==> config.mk <==
export PLATFORM = sky130hd
export DESIGN_NAME = axis_uart_rx_os
export DESIGN_NICKNAME = d
export VERILOG_FILES = /design/src/rtl/uart_pkg.sv /design/src/rtl/uart_majority_sampler.sv /design/src/rtl/axis_uart_rx_os.sv
export SDC_FILE = /design/constraint.sdc
export NUM_CORES = 1
export LEC_CHECK = 0
export CORE_AREA = 5 5 114 106
export CTS_CLUSTER_DIAMETER = 30
export DETAILED_ROUTE_END_ITERATION = 10
export DIE_AREA = 0 0 119 111
export DONT_BUFFER_PORTS = 1
export GPL_TIMING_DRIVEN = 0
export PLACE_DENSITY = 0.62
export SETUP_SLACK_MARGIN = 0.5
export SYNTH_ARGS = -nofsm -noshare
export SYNTH_HDL_FRONTEND = slang
export SYNTH_SLANG_ARGS = --single-unit
==> constraint.sdc <==
create_clock -name clk_i -period 7.4 [get_ports clk_i]
set_input_delay 1.48 -clock clk_i [delete_from_list [all_inputs] [get_ports clk_i]]
set_output_delay 1.48 -clock clk_i [all_outputs]
set_load 0.02 [all_outputs]
==> src/rtl/uart_pkg.sv <==
`default_nettype none
// +--------------------------------------------------------------------------+
// | uart_pkg : shared UART types, state encoding and parity helper           |
// | Revision : 1.0                                                           |
// +--------------------------------------------------------------------------+
package uart_pkg;

   localparam int UART_MAX_WIDTH = 16;

   typedef enum logic [1:0] {
      NONE = 2'd0,
      ODD  = 2'd1,
      EVEN = 2'd2
   } uart_parity_e;

   typedef struct packed {
      logic overrun;
      logic frame_err;
      logic parity_err;
   } uart_rx_err_t;

   typedef enum logic [2:0] {
      IDLE   = 3'd0,
      START  = 3'd1,
      DATA   = 3'd2,
      PARITY = 3'd3,
      STOP   = 3'd4
   } uart_state_e;

   // Mode encoding 3 is treated as "no parity", same as 0.
   function automatic uart_parity_e uart_decode_parity(input logic [1:0] mode);
      case (mode)
         2'd1:    return ODD;
         2'd2:    return EVEN;
         default: return NONE;
      endcase
   endfunction

   // XOR of the low 'width' bits of data.
   function automatic logic uart_parity(input logic [UART_MAX_WIDTH-1:0] data, input int width);
      logic p;
      p = 1'b0;
      for (int i = 0; i < UART_MAX_WIDTH; i++) begin
         if (i < width) p = p ^ data[i];
      end
      return p;
   endfunction

endpackage
`default_nettype wire

==> src/rtl/uart_majority_sampler.sv <==
`default_nettype none
// +--------------------------------------------------------------------------+
// | uart_majority_sampler : rx synchroniser, oversample tick, 3-vote bit     |
// | Revision : 1.0                                                           |
// +--------------------------------------------------------------------------+
module uart_majority_sampler #(
   parameter int DIVIDER_WIDTH = 16,
   parameter int OVERSAMPLE    = 16
) (
   input  logic                     i_clk,
   input  logic                     i_arstn,
   input  logic                     i_rx,
   input  logic [DIVIDER_WIDTH-1:0] i_divider,
   input  logic                     i_clear,
   input  logic                     i_run,
   output logic                     o_fall,
   output logic                     o_bit_valid,
   output logic                     o_bit_value
);

   localparam int            SW      = $clog2(OVERSAMPLE);
   localparam logic [SW-1:0] c_VOTE0 = SW'(OVERSAMPLE/2 - 1);
   localparam logic [SW-1:0] c_VOTE1 = SW'(OVERSAMPLE/2);
   localparam logic [SW-1:0] c_VOTE2 = SW'(OVERSAMPLE/2 + 1);
   localparam logic [SW-1:0] c_LAST  = SW'(OVERSAMPLE - 1);

   logic [1:0]               r_sync;
   logic                     r_prev;
   logic [DIVIDER_WIDTH-1:0] r_tick_cnt;
   logic [SW-1:0]            r_samp_cnt;
   logic                     r_vote0;
   logic                     r_vote1;

   logic                     w_rx;
   logic                     w_tick;
   logic [DIVIDER_WIDTH-1:0] w_term;

   assign w_rx   = r_sync[1];
   // >= keeps the counter from running away if the divider shrinks while idle.
   assign w_term = (i_divider <= DIVIDER_WIDTH'(1)) ? '0 : i_divider - DIVIDER_WIDTH'(1);
   assign w_tick = (r_tick_cnt >= w_term);

   always_ff @(posedge i_clk or negedge i_arstn) begin
      if (!i_arstn) begin
         r_sync <= 2'b11;
         r_prev <= 1'b1;
      end else begin
         r_sync <= {r_sync[0], i_rx};
         r_prev <= w_rx;
      end
   end

   always_ff @(posedge i_clk or negedge i_arstn) begin
      if (!i_arstn) begin
         r_tick_cnt <= '0;
      end else if (i_clear || w_tick) begin
         r_tick_cnt <= '0;
      end else begin
         r_tick_cnt <= r_tick_cnt + DIVIDER_WIDTH'(1);
      end
   end

   always_ff @(posedge i_clk or negedge i_arstn) begin
      if (!i_arstn) begin
         r_samp_cnt <= '0;
         r_vote0    <= 1'b0;
         r_vote1    <= 1'b0;
      end else if (i_clear || !i_run) begin
         r_samp_cnt <= '0;
      end else if (w_tick) begin
         r_samp_cnt <= (r_samp_cnt == c_LAST) ? '0 : r_samp_cnt + SW'(1);
         if (r_samp_cnt == c_VOTE0) r_vote0 <= w_rx;
         if (r_samp_cnt == c_VOTE1) r_vote1 <= w_rx;
      end
   end

   assign o_fall      = r_prev & ~w_rx;
   assign o_bit_valid = i_run & w_tick & (r_samp_cnt == c_VOTE2);
   assign o_bit_value = (r_vote0 & r_vote1) | (r_vote0 & w_rx) | (r_vote1 & w_rx);

endmodule
`default_nettype wire

==> src/rtl/axis_uart_rx_os.sv <==
`default_nettype none
// +--------------------------------------------------------------------------+
// | axis_uart_rx_os : oversampling UART receiver with AXI-Stream output      |
// | Revision : 1.0                                                           |
// +--------------------------------------------------------------------------+
module axis_uart_rx_os
   import uart_pkg::*;
#(
   parameter int DATA_WIDTH    = 8,
   parameter int DIVIDER_WIDTH = 16,
   parameter int OVERSAMPLE    = 16
) (
   input  logic                     clk_i,
   input  logic                     arstn_i,
   input  logic [DIVIDER_WIDTH-1:0] clk_divider_i,
   input  logic [1:0]               parity_mode_i,
   input  logic                     stop_bits_i,
   input  logic                     rx_i,
   output logic [DATA_WIDTH-1:0]    m_axis_tdata_o,
   output logic [2:0]               m_axis_tuser_o,
   output logic                     m_axis_tvalid_o,
   input  logic                     m_axis_tready_i,
   output logic                     busy_o
);

   localparam logic [3:0] c_LAST_BIT = 4'(DATA_WIDTH - 1);

   uart_state_e              r_state;
   uart_state_e              w_state_nxt;
   uart_parity_e             r_parity;
   logic                     r_two_stop;
   logic [DIVIDER_WIDTH-1:0] r_div;
   logic [DATA_WIDTH-1:0]    r_shift;
   logic [3:0]               r_bit_cnt;
   logic                     r_stop_cnt;
   logic                     r_frame_err;
   logic                     r_parity_err;
   logic                     r_overrun;
   logic [DATA_WIDTH-1:0]    r_tdata;
   logic [2:0]               r_tuser;
   logic                     r_tvalid;

   logic                     w_fall;
   logic                     w_bit_valid;
   logic                     w_bit_value;
   logic                     w_start;
   logic                     w_done;
   logic                     w_par_calc;
   logic [DIVIDER_WIDTH-1:0] w_div;
   uart_rx_err_t             w_err;

   assign w_start = (r_state == IDLE) && w_fall;
   // Live divider while idle; the captured copy for the rest of the frame.
   assign w_div   = (r_state == IDLE) ? clk_divider_i : r_div;

   uart_majority_sampler #(
      .DIVIDER_WIDTH (DIVIDER_WIDTH),
      .OVERSAMPLE    (OVERSAMPLE)
   ) u_sampler (
      .i_clk       (clk_i),
      .i_arstn     (arstn_i),
      .i_rx        (rx_i),
      .i_divider   (w_div),
      .i_clear     (w_start),
      .i_run       (r_state != IDLE),
      .o_fall      (w_fall),
      .o_bit_valid (w_bit_valid),
      .o_bit_value (w_bit_value)
   );

   always_ff @(posedge clk_i or negedge arstn_i) begin
      if (!arstn_i) r_state <= IDLE;
      else          r_state <= w_state_nxt;
   end

   always_comb begin
      w_state_nxt = r_state;
      w_done      = 1'b0;
      case (r_state)
         IDLE:   if (w_fall) w_state_nxt = START;
         START:  if (w_bit_valid) w_state_nxt = w_bit_value ? IDLE : DATA;
         DATA: begin
            if (w_bit_valid && (r_bit_cnt == c_LAST_BIT))
               w_state_nxt = (r_parity != NONE) ? PARITY : STOP;
         end
         PARITY: if (w_bit_valid) w_state_nxt = STOP;
         STOP: begin
            // Leave on the last stop vote so a back-to-back start edge is caught.
            if (w_bit_valid && (r_stop_cnt == r_two_stop)) begin
               w_state_nxt = IDLE;
               w_done      = 1'b1;
            end
         end
         default: w_state_nxt = IDLE;
      endcase
   end

   assign w_par_calc = uart_parity(UART_MAX_WIDTH'(r_shift), DATA_WIDTH) ^ w_bit_value;

   always_ff @(posedge clk_i or negedge arstn_i) begin
      if (!arstn_i) begin
         r_parity     <= NONE;
         r_two_stop   <= 1'b0;
         r_div        <= '0;
         r_shift      <= '0;
         r_bit_cnt    <= '0;
         r_stop_cnt   <= 1'b0;
         r_frame_err  <= 1'b0;
         r_parity_err <= 1'b0;
      end else if (w_start) begin
         r_parity     <= uart_decode_parity(parity_mode_i);
         r_two_stop   <= stop_bits_i;
         r_div        <= clk_divider_i;
         r_bit_cnt    <= '0;
         r_stop_cnt   <= 1'b0;
         r_frame_err  <= 1'b0;
         r_parity_err <= 1'b0;
      end else if (w_bit_valid) begin
         case (r_state)
            DATA: begin
               r_shift   <= {w_bit_value, r_shift[DATA_WIDTH-1:1]};
               r_bit_cnt <= r_bit_cnt + 4'd1;
            end
            PARITY: r_parity_err <= (r_parity == ODD) ? ~w_par_calc : w_par_calc;
            STOP: begin
               if (!w_bit_value) r_frame_err <= 1'b1;
               r_stop_cnt <= 1'b1;
            end
            default: ;
         endcase
      end
   end

   assign w_err.overrun    = r_overrun;
   assign w_err.frame_err  = r_frame_err | ~w_bit_value;
   assign w_err.parity_err = r_parity_err;

   always_ff @(posedge clk_i or negedge arstn_i) begin
      if (!arstn_i) begin
         r_tdata   <= '0;
         r_tuser   <= '0;
         r_tvalid  <= 1'b0;
         r_overrun <= 1'b0;
      end else if (w_done) begin
         if (!r_tvalid || m_axis_tready_i) begin
            r_tdata   <= r_shift;
            r_tuser   <= w_err;
            r_tvalid  <= 1'b1;
            r_overrun <= 1'b0;
         end else begin
            r_overrun <= 1'b1;
         end
      end else if (m_axis_tready_i) begin
         r_tvalid <= 1'b0;
      end
   end

   assign m_axis_tdata_o  = r_tdata;
   assign m_axis_tuser_o  = r_tuser;
   assign m_axis_tvalid_o = r_tvalid;
   assign busy_o          = (r_state != IDLE);

endmodule
`default_nettype wire
==> impl_metrics.py <==
metrics = {
    "outcome": {
        "run_status": "complete, no violations",
    },
    "die": {
        "rows": 36,
        "dieWidth_um": 119,
        "dieArea_um2": 13200,
        "core_area_um2": 10600,
        "die_height_um": 111,
        "io_pins": 36,
        "initial_core_util": 0.414,
    },
    "cts": {
        "postCtsSetupBuffers": 0,
        "clk_latency_ps": 340,
        "clockRootBuffer": "clkbuf_16",
        "cts_made_buffers": 9,
        "cts_tree": "yes",
        "htree_levels": 3,
        "hold_buffers": 0,
        "ctsLongestPathBuffers": 2,
        "clock_sinks": 75,
        "cts_resized": 0,
        "clk_pin_slew_ps": 60,
    },
    "critical_path": {
        "crit_chain": "buf_2, nor3_4, inv_2, buf_2, clkbuf_1, mux2i_1, ha_1, nor3b_1, o21ai_0, xor2_1, nand2_1, ha_1, nand4_1, nor2_1, o2111ai_1, o211ai_1, nand2b_1, clkbuf_1, clkbuf_1, nor2_1",
        "crit_type": "reg -> reg",
        "path_max_fanout": 10,
        "rr_worst_depth": 20,
        "max_stage_delay_ps": 560,
        "crit_path_top_delay_cell": "nor3b_1",
        "r2r-start": "r_state[0]",
        "crit_required_ps": 7600,
        "critPathLaunchType": "flip-flop",
        "critPathTopFamily": "buffers and inverters",
        "end_kind": "flip-flop",
        "crit_buf_inv": 6,
        "r2r_end": "u_sampler.r_tick_cnt[7]",
        "worstPathArrival_ps": 5570,
        "r2r_setup_slack_ps": 2040,
        "crit_path_frequent_cell": "clkbuf_1",
    },
    "yosys": {
        "synth_area_leader_cell": "dfrtp_1",
        "syn-num-nets": 507,
        "synth_edf_count": 0,
        "synth_warnings": 0,
        "syn_area_per_cell_um2": 9.55,
        "async_flop_share": 1.00,
        "ys.flop_type": "dfrtp_1",
        "ys_types": 53,
        "ys_ff_latch": 75,
        "yosysSeqAreaShare": 0.427,
        "syn_area_um2": 4400,
        "synth_area_leaders": "dfrtp_1 41%, nand2_1 8.3%, ha_1 6.5%",
        "yosysTopAreaCellShare": 0.409,
        "netlist_instances": 461,
    },
    "pwr": {
        "p_leak_nw": 2.29,
        "vdd_ir_drop_max_v": 0.000194,
        "p_total_mw": 1.28,
        "power_density_nw_per_um2": 263,
    },
    "global_route": {
        "grt_max_degree": 76,
        "grt_pass1_vias": 3301,
        "grt_pass1_wl_um": 16100,
        "grt_use_total": 0.148,
        "antenna_found_initial": 0,
        "grt-ovfl-total": 0,
    },
    "place": {
        "place_congestion": 0.861,
        "port_buffers": 0,
        "dpl.hpwl_um": 6740,
    },
    "timing": {
        "maxSlewHeadroom": 0.500,
        "hold_viol": 0,
        "tightest_slew_ps": 751,
        "fin_crit_ps": 5360,
        "finalSetupTns_ps": 0,
        "finalMaxSlewViolations": 0,
        "rsz0062_at_grt": "false",
        "finalCritPeriodShare": 0.725,
        "fin_skew_ps": 7.70,
        "timing.fmax_mhz": 186,
        "timing.hold.ws_ps": 356,
        "setup_viol": 0,
    },
    "finish": {
        "final_nets": 518,
        "multi_input_area_um2": 2390,
        "diodes": 0,
        "fillers": 1029,
        "ff_latch_area_um2": 1880,
        "drive_gt1_frac": 0.126,
        "areaGrowthSynthToFinish_pct": 10.9,
    },
    "worst_hold_path": {
        "hold_depth": 0,
        "min_from": "u_sampler.r_sync[0]",
        "hold_class": "reg -> reg",
        "worst_hold_path.endpoint": "u_sampler.r_sync[1]",
    },
    "drt": {
        "wl_um": 9310,
        "via_per_inst": 5.34,
        "via_count": 3256,
        "first_iter_violations": 163,
        "final_antenna_net_count": 0,
        "drt_pass1_iterations": 4,
        "drc_errors": 0,
        "avgRoutedWirePerCell_um": 15.3,
    },
    "job": {
        "maxCapViolCount": 0,
    },
}
Yosys cell counts, types with 2 or more instances:
cell / n
a211oi_1: 3
a21o_1: 4
a21oi_1: 11
a31o_2: 3
a31oi_1: 3
and2_1: 4
and3_1: 6
buf_2: 7
buf_6: 3
clkbuf_1: 7
dfrtp_1: 72
dfstp_2: 3
ha_1: 23
inv_1: 8
mux2_2: 14
mux2_4: 8
mux2i_1: 18
nand2_1: 97
nand2b_1: 8
nand3_1: 13
nand4_1: 5
nor2_1: 36
nor2b_1: 6
nor3_1: 12
nor3b_1: 4
nor4_1: 6
o211ai_1: 4
o21ai_0: 12
or3_1: 2
or4_1: 2
xnor2_1: 21
xor2_1: 15
per-stage QoR:
stage | cells | utilization | worst slack (ps) | cell area, µm²
2_1_floorplan | 461 | - | 2920 | 4400
3_3_place_gp | 594 | 0.430 | 2090 | 4570
3_5_place_dp | 594 | 0.430 | 2010 | 4570
4_1_cts | 610 | 0.459 | 1980 | 4880
5_1_grt | 610 | 0.459 | 1560 | 4880
6_report | 610 | 0.459 | 2040 | 4880
area by class of cell:
| type | count | area share |
|---|---|---|
| clock inverters | 5 | 0.0123 |
| flip-flops and latches | 75 | 0.385 |
| plain buffers | 17 | 0.0195 |
| multi-input cells | 360 | 0.490 |
| clock buffers | 11 | 0.0518 |
| inverters | 9 | 0.00692 |
| well taps | 133 | 0.0341 |
registers in the layout, indices dropped and copies added (netlist names), 2 cells and up:
register              count
r_shift                   8
m_axis_tuser_o            3
m_axis_tdata_o            8
r_div                    16
u_sampler.r_sync          2
u_sampler.r_tick_cnt     16
r_bit_cnt                 4
u_sampler.r_samp_cnt      4
r_state                   3
r_parity                  2
layout by cell type (no fill, tap or decap), types with 2 or more instances in the layout:
cell,netlist,final
nand2_1,97,97
dfrtp_1,72,72
nor2_1,36,36
ha_1,23,23
xnor2_1,21,21
mux2i_1,18,18
xor2_1,15,15
mux2_2,14,14
nand3_1,13,13
nor3_1,12,12
o21ai_0,12,12
a21oi_1,11,11
clkbuf_16,0,9
inv_1,8,8
nand2b_1,8,8
mux2_4,8,8
buf_2,7,7
clkbuf_1,7,7
nor4_1,6,6
nor2b_1,6,6
and3_1,6,6
nand4_1,5,5
and2_1,4,4
nor3b_1,4,4
o211ai_1,4,4
a21o_1,4,4
buf_6,3,3
a211oi_1,3,3
a31oi_1,3,3
a31o_2,3,3
dfstp_2,3,3
or3_1,2,2
or4_1,2,2
clkbuf_8,0,2
worst max path at each step:
stage	depth (start not counted)	to	from	slack, ps
3_3_place_gp	20	u_sampler.r_tick_cnt[11]	r_state[0]	2090
2_1_floorplan	15	m_axis_tdata_o[0]	clk_divider_i[7]	2920
5_1_grt	20	u_sampler.r_tick_cnt[11]	r_state[0]	1560
3_5_place_dp	20	u_sampler.r_tick_cnt[7]	r_state[0]	2010
4_1_cts	20	u_sampler.r_tick_cnt[11]	r_state[0]	1980
6_report	20	u_sampler.r_tick_cnt[7]	r_state[0]	2040
routing by layer:
metal / track usage / routed length [µm] / vias up
met5: 0 / 0 / -
met4: 0.0680 / 167 / 0
met3: 0.0342 / 448 / 11
met2: 0.227 / 4240 / 74
met1: 0.199 / 4450 / 1562
li1: - / - / 1609
report_power, final:
part	internal, mW	switching, mW
clock	0.281	0.173
sequential	0.458	0.0535
combinational	0.144	0.175
kinds of logic (layout without fill, tap and decap cells):
family | count (synthesis) | count (layout) | share of synthesized area
AO/OA/AOI/OAI | 52 | 52 | 0.0787
XOR/XNOR | 36 | 36 | 0.0716
adder cells (fa/ha/maj) | 24 | 24 | 0.0676
buffers and inverters | 26 | 42 | 0.0293
flip-flops | 75 | 75 | 0.427
multiplexers | 41 | 41 | 0.107
AND/OR/NAND/NOR | 207 | 207 | 0.219
Note: power is estimated with default switching activity, not from simulation.
